===== src/rtl/daq_run_ctrl.sv =====
// Run-level sequencer: issues start pulses to the per-acquisition DAQ FSM, counts
// completed cycles, inserts inter-cycle gaps and recovers hung cycles via a watchdog.
module daq_run_ctrl #(
    parameter int T_WATCHDOG = 40000000,
    parameter int WD_W       = 26,
    parameter int RST_CYCLES = 4
) (
    input  logic        Clk,
    input  logic        reset_n,
    input  logic        run_start,
    input  logic        run_stop,
    input  logic [15:0] acq_number,
    input  logic [15:0] gap_cycles,
    input  logic        once_end,
    output logic        daq_start,
    output logic        daq_reset_n,
    output logic        run_busy,
    output logic        run_done,
    output logic [15:0] acq_done_cnt,
    output logic        timeout_err,
    output logic [2:0]  state_dbg
);

    localparam int RST_W = (RST_CYCLES > 1) ? $clog2(RST_CYCLES) : 1;

    typedef enum logic [2:0] {
        IDLE     = 3'd0,
        ARM      = 3'd1,
        WAIT_END = 3'd2,
        ABORT    = 3'd3,
        GAP      = 3'd4,
        DONE     = 3'd5
    } state_t;

    state_t            state;
    state_t            next_state;
    logic [15:0]       target;
    logic [15:0]       gap_reg;
    logic [15:0]       gap_cnt;
    logic [WD_W-1:0]   wd_cnt;
    logic [RST_W-1:0]  rst_cnt;
    logic              stop_pending;

    logic              stop_now;
    logic              wd_expired;
    logic              rst_last;
    logic              gap_last;
    logic [15:0]       cnt_inc;

    assign state_dbg = state;

    always_ff @(posedge Clk) begin
        if (!reset_n) begin
            state <= IDLE;
        end else begin
            state <= next_state;
        end
    end

    always_comb begin
        next_state = state;
        stop_now   = stop_pending | run_stop;
        wd_expired = (wd_cnt == WD_W'(T_WATCHDOG - 1));
        rst_last   = (rst_cnt == RST_W'(RST_CYCLES - 1));
        // A zero gap still yields one GAP cycle: 1 >= 0 is always true.
        gap_last   = (({1'b0, gap_cnt} + 17'd1) >= {1'b0, gap_reg});
        cnt_inc    = (acq_done_cnt == 16'hFFFF) ? 16'hFFFF : acq_done_cnt + 16'd1;
        case (state)
            IDLE: begin
                if (run_start && !run_stop) next_state = ARM;
            end
            ARM: begin
                next_state = run_stop ? DONE : WAIT_END;
            end
            WAIT_END: begin
                // once_end takes priority over a simultaneous watchdog expiry
                if (once_end) begin
                    if (stop_now || (target != 16'd0 && cnt_inc == target)) next_state = DONE;
                    else next_state = GAP;
                end else if (wd_expired) begin
                    next_state = ABORT;
                end
            end
            ABORT: begin
                if (rst_last) next_state = stop_now ? DONE : GAP;
            end
            GAP: begin
                if (run_stop) next_state = DONE;
                else if (gap_last) next_state = ARM;
            end
            DONE: begin
                next_state = IDLE;
            end
            default: begin
                next_state = IDLE;
            end
        endcase
    end

    always_ff @(posedge Clk) begin
        if (!reset_n) begin
            daq_start    <= 1'b0;
            daq_reset_n  <= 1'b1;
            run_busy     <= 1'b0;
            run_done     <= 1'b0;
            acq_done_cnt <= 16'd0;
            timeout_err  <= 1'b0;
            target       <= 16'd0;
            gap_reg      <= 16'd0;
            gap_cnt      <= 16'd0;
            wd_cnt       <= '0;
            rst_cnt      <= '0;
            stop_pending <= 1'b0;
        end else begin
            daq_start   <= (state == ARM) && (next_state == WAIT_END);
            run_done    <= (state == DONE);
            run_busy    <= (state != IDLE);
            daq_reset_n <= (next_state != ABORT);
            case (state)
                IDLE: begin
                    if (run_start && !run_stop) begin
                        target       <= acq_number;
                        gap_reg      <= gap_cycles;
                        acq_done_cnt <= 16'd0;
                        timeout_err  <= 1'b0;
                        stop_pending <= 1'b0;
                    end
                end
                ARM: begin
                    wd_cnt <= '0;
                end
                WAIT_END: begin
                    wd_cnt  <= wd_cnt + WD_W'(1);
                    rst_cnt <= '0;
                    gap_cnt <= 16'd0;
                    if (once_end) acq_done_cnt <= cnt_inc;
                    if (run_stop) stop_pending <= 1'b1;
                    if (next_state == ABORT) timeout_err <= 1'b1;
                end
                ABORT: begin
                    rst_cnt <= rst_cnt + RST_W'(1);
                    gap_cnt <= 16'd0;
                    if (run_stop) stop_pending <= 1'b1;
                end
                GAP: begin
                    gap_cnt <= gap_cnt + 16'd1;
                end
                default: begin
                end
            endcase
        end
    end

endmodule


===== config.mk =====
export PLATFORM = sky130hd
export DESIGN_NAME = daq_run_ctrl
export DESIGN_NICKNAME = d
export VERILOG_FILES = /design/src/rtl/daq_run_ctrl.sv
export SDC_FILE = /design/constraint.sdc
export NUM_CORES = 1
export LEC_CHECK = 0
export CAP_MARGIN = 15
export CORE_ASPECT_RATIO = 0.9
export CORE_MARGIN = 5
export CORE_UTILIZATION = 52
export DETAILED_ROUTE_END_ITERATION = 8
export PLACE_DENSITY_LB_ADDON = 0.12
export SYNTH_ARGS = -nofsm -noshare
export SYNTH_HDL_FRONTEND = slang
export SYNTH_SLANG_ARGS = --single-unit

===== constraint.sdc =====
create_clock -name Clk -period 2.9 [get_ports Clk]
set_clock_uncertainty 0.1 [all_clocks]
set_input_delay 0.87 -clock Clk [delete_from_list [all_inputs] [get_ports Clk]]
set_output_delay 0.87 -clock Clk [all_outputs]
set_load 0.01 [all_outputs]

# --- Word-level counts from Yosys, hierarchy flattened ---
# Cells that the tools add are included.
totals:
  elab_cells: 76
  in_bits: 37
  output_inout_bits: 24
  ff_bits: 101
classes:
  n_eq_ne: 16
  n_mux: 22
  n_lt_le_gt_ge: 1
  n_addsub: 5
  bitwise: 1
  n_reduce_logical: 18
op_table:
  columns: ["cell", "n"]
  rows:
  - ["16-bit case mux with 2 select lines", 2]
  - ["26-bit case mux with 2 select lines", 1]
  - ["16-bit two-way mux", 3]
  - ["16-bit by 1-bit adder with 16-bit output (second input constant)", 2]
  - ["26-bit by 1-bit adder with 26-bit output (second input constant)", 1]
  - ["26-bit == test (second input constant)", 1]
  - ["3-bit two-way mux", 7]
  - ["16-bit by 1-bit adder with 17-bit output (second input constant)", 1]
  - ["17-bit by 16-bit greater-or-equal comparator with 1-bit output", 1]
  - ["16-bit == test", 1]
  - ["16-bit == test (second input constant)", 1]
  - ["16-bit nonzero test", 1]
  - ["3-bit case mux with 5 select lines", 1]
  - ["3-bit by 2-bit == test with 1-bit output (second input constant)", 4]
  - ["2-bit nonzero test", 5]
  - ["3-bit AND reduction", 3]
  - ["3-bit == test (second input constant)", 2]
  - ["2-bit != test (second input constant)", 3]
  - ["1-bit two-way mux", 5]
  - ["1-bit case mux with 2 select lines", 2]
  - ["2-bit case mux with 2 select lines", 1]
  - ["3-bit by 1-bit == test with 1-bit output (second input constant)", 1]
  - ["1-bit logical AND", 3]
  - ["3-bit logical NOT", 1]
  - ["other kinds (10)", 10]

# --- Depth between registers and ports, before layout ---
depth:
  word_depth: 11
  ltp_mapped: 14
  mapped_depth_nobuf: 13

# --- Worst setup path after synthesis ---
# Ideal clock, no wire load.
synth_path:
  path_type: "reg2reg"
  start: "reg gap_cnt[0]"
  end: "reg state[0], in the netlist state_dbg[0]"
  slack_ns: -0.091
  arrival_time_ns: 2.771
  synth_period_minus_slack_ns: 2.991
  setup_ns: 0.120
  n_path_buf: 1
  required_time_ns: 2.680
  stages_incl_launch_ff: 15
  path_cell_list: "dfxtp_1 > ha_1 > and3_1 > and3_1 > clkbuf_1 > and4_1 > nand3_1 > xnor2_1 > ha_1 > nand3_1 > nor2_1 > a221o_1 > a31oi_1 > a31oi_1 > o31a_1"
synth_via:
  elab_chain_len: 5
synth_rtl:
  columns: ["item", "line", "text"]
  rows:
  - ["from (decl)", "39", "logic [15:0] gap_cnt;"]
  - ["from (signal assigned)", "146", "gap_cnt <= gap_cnt + 16'd1;"]
  - ["16-bit by 1-bit adder with 17-bit output", "66", "gap_last = (({1'b0, gap_cnt} + 17'd1) >= {1'b0, gap_reg});"]
  - ["17-bit by 16-bit greater-or-equal comparator with 1-bit output", "66", null]
  - ["3-bit two-way mux", "89", "else if (gap_last) next_state = ARM;"]
  - ["3-bit two-way mux", "88", "if (run_stop) next_state = DONE;"]
  - ["3-bit case mux with 5 select lines", "68", "case (state)"]
  - ["to (signal assigned)", "56", "state <= next_state;"]
  - ["to (decl)", "35", "state_t state;"]
# No other way between the ends.
# A chain may end at the register's enable or synchronous reset.

# --- Worst setup path after layout ---
layout_path:
  start: "reg gap_cnt[1]"
  end: "reg state[0], in the netlist state_dbg[0]"
# The elaborated chain is that of the path after synthesis.

==> impl_metrics.env <==
export IMPL_regMostFlops="wd_cnt"
export IMPL_grt_pass1_vias=5445
export IMPL_crit_path_start_kind="flop"
export IMPL_postRouteAntennaNets=0
export IMPL_period_share=1.06
export IMPL_root_buffer="clkbuf_16"
export IMPL_max_cap_violations=0
export IMPL_synth_cell_types=59
export IMPL_outcome="finished with violations"
export IMPL_cts_tree="done"
export IMPL_synth_net_count=833
export IMPL_worstHoldEndpoint="gap_reg[12]$_SDFFE_PN0P_"
export IMPL_die_h_um=112
export IMPL_clockBufferDepth=2
export IMPL_io_pins=61
export IMPL_dieArea_um2=13800
export IMPL_antenna_cells=0
export IMPL_antenna_found_initial=0
export IMPL_total_power_uw=3250
export IMPL_finalSetupViolations=2
export IMPL_min_from="gap_reg[12]$_SDFFE_PN0P_"
export IMPL_worstReg2RegStart="gap_cnt[1]$_SDFFE_PN0P_"
export IMPL_relSlewSlack=0.553
export IMPL_hold_depth=2
export IMPL_r2r_slack_ns=-0.18
export IMPL_vias=6000
export IMPL_crit_fanout=5
export IMPL_numCtsBuffers=9
export IMPL_coreArea_um2=11400
export IMPL_worstRegToRegCells=14
export IMPL_r2r_end="state_dbg[0]$_SDFF_PN0_"
export IMPL_final_cell_mix="nand2_1, dfxtp_1, clkdlybuf4s50_1"
export IMPL_clock_sinks=101
export IMPL_holdBufCountCts=0
export IMPL_fmax_ghz=0.324
export IMPL_async_flop_share=0
export IMPL_yosysWarnings=0
export IMPL_place_gp_congestion=0.980
export IMPL_min_period_ns=3.08
export IMPL_synth_flop_cell="dfxtp_1"
export IMPL_tns_ns=-0.286
export IMPL_rows=37
export IMPL_portBuffers=60
export IMPL_clk_pin_slew_ns=0.07
export IMPL_finalInstanceArea_um2=7590
export IMPL_fin_nets=923
export IMPL_worstMarginPinSlew_ns=0.668
export IMPL_clock_tree_htree_level_count=3
export IMPL_die_w_um=123
export IMPL_violations="negative setup slack"
export IMPL_largest_reg_flops=26
export IMPL_slew_violations=0
export IMPL_grt_overflow=0
export IMPL_ir_worst_vdd_uv=317
export IMPL_grt_start_max_net_pins=61
export IMPL_start_util=0.529
export IMPL_areaGrowthSynthToFinish_pct=26.1
export IMPL_crit_path_end_kind="flop"
export IMPL_drcViolationCount=0
export IMPL_pre_cts_ws_ns=-0.193
export IMPL_rsz0062_at_grt="yes"
export IMPL_yosysSeqAreaShare=0.336
export IMPL_synth_edff_count=0
export IMPL_final_common_cell="nand2_1"
export IMPL_syn_inst=776
export IMPL_ys_seq_elements=101
export IMPL_drt_wl_total_um=16700
export IMPL_grt_pass1_wl_um=26500
export IMPL_dr_pass1_iters=5
export IMPL_dp_hpwl_um=11900
export IMPL_hold_viol=0
export IMPL_drt_iter0_drc=610
export IMPL_netlist_area_um2=6020
export IMPL_grt_use_total=0.235
export IMPL_hold_path_class="reg2reg"
export IMPL_drive_above_1_share=0.126
export IMPL_worstPathArrival_ns=3.22
export IMPL_powerDensity_nw_per_um2=428
export IMPL_placed_cell_area_um2=7070
export IMPL_finalWorstSetupSlack_ns=-0.182
export IMPL_wl_per_cell_um=16.2
export IMPL_cp_startpoint="gap_cnt[1]$_SDFFE_PN0P_"
export IMPL_cp_required_ns=3.04
export IMPL_viasPerCell=5.84
export IMPL_leakage_uw=0.00286
export IMPL_whs_ns=0.372
export IMPL_insertion_delay_ns=0.35
export IMPL_syn_avg_cell_area_um2=7.76
export IMPL_critPathKind="reg2reg"
## through the flow
stage,instances,utilization
after floorplan,776,-
after global placement,1000,0.621
after detailed placement,1000,0.621
after CTS,1019,0.653
after global routing,1027,0.667
final,1027,0.667
## routing by layer
metal / track usage / share of wire
met4: 0.0421 / 0.013
met2: 0.380 / 0.47
met1: 0.324 / 0.45
met3: 0.0544 / 0.067
met5: 0 / 0
## Yosys cell counts (all sizes together), types with 2 or more instances
master,count,area [um2]
nor2b,21,131
o21ai,52,260
a22oi,7,52.6
o31ai,2,15.0
ha,20,250
dfxtp,101,2020
inv,26,97.6
o22ai,2,12.5
nor3b,3,22.5
o31a,4,35.0
nand3b,3,22.5
and4,4,35.0
nand4,19,131
o311ai,4,35.0
mux2i,13,130
xnor3,2,45.0
or3,9,61.3
xnor2,11,96.3
nand3,34,183
o21a,6,45.0
o41ai,2,17.5
a21oi,27,135
and3,19,119
a21boi,57,428
nand2,124,465
a31oi,7,43.8
or2,3,18.8
a21o,5,37.5
or4,4,30.0
o211ai,8,60.1
and2,23,144
clkbuf,39,146
nand2b,5,31.3
a2bb2oi,2,17.5
nor4,14,106
buf,6,30.0
xor2,9,78.8
nor3,15,75.1
nor2,45,169
nor4b,4,35.0
## report_power, final
group | leakage [uW] | internal (uW) | switching [uW]
combinational | 0.00188 | 212 | 246
sequential | 0.000819 | 1420 | 34.4
clock | 0.000163 | 786 | 547
total | 0.00286 | 2420 | 828
## logic make-up after synthesis
group,count (synthesis),share of synthesized area
AO/OA/AOI/OAI,198,0.220
XOR/XNOR,22,0.0366
adder cells (fa/ha/maj),20,0.0416
buffers and inverters,71,0.0455
flip-flops,101,0.336
multiplexers,13,0.0216
AND/OR/NAND/NOR,351,0.299
## worst max-delay path by stage
stage / end / slack, ns / cells past startpoint
floorplan: state_dbg[0]$_SDFF_PN0_ / 0.006 / 14
global placement: state_dbg[0]$_SDFF_PN0_ / -0.04 / 14
detailed placement: state_dbg[0]$_SDFF_PN0_ / -0.19 / 14
CTS: state_dbg[0]$_SDFF_PN0_ / -0.05 / 14
global route: state_dbg[0]$_SDFF_PN0_ / -0.30 / 15
finish: state_dbg[0]$_SDFF_PN0_ / -0.18 / 14
## cell type report
type                       count  area [um2]
sequential                   101        2030
tap                          156         195
clock buffer                  10         239
multi-input combinational    604        3830
timing repair buffer         124        1120
inverter                      26        97.6
fill                         975        3790
clock inverter                 6        91.3
## worst max-delay path, cell delays in order, from the launching register on
cell and delay (ns):
dfxtp_2 0.35, ha_2 0.18, and3_4 0.19, and3_4 0.21, and4_4 0.25, xor2_1 0.17
ha_1 0.25, nand2_1 0.07, or2_4 0.14, nor2_4 0.04, buf_6 0.10, a221o_1 0.36
a31oi_4 0.21, a31oi_2 0.11, o31a_1 0.24
## repair_timing
item                                    4_1_cts  5_1_grt
setup buffers                                 3        8
endpoints found under the setup margin        2        3
resized for setup                             6       18
pin swaps                                     3        7
Power figures use the tool's default switching activity.
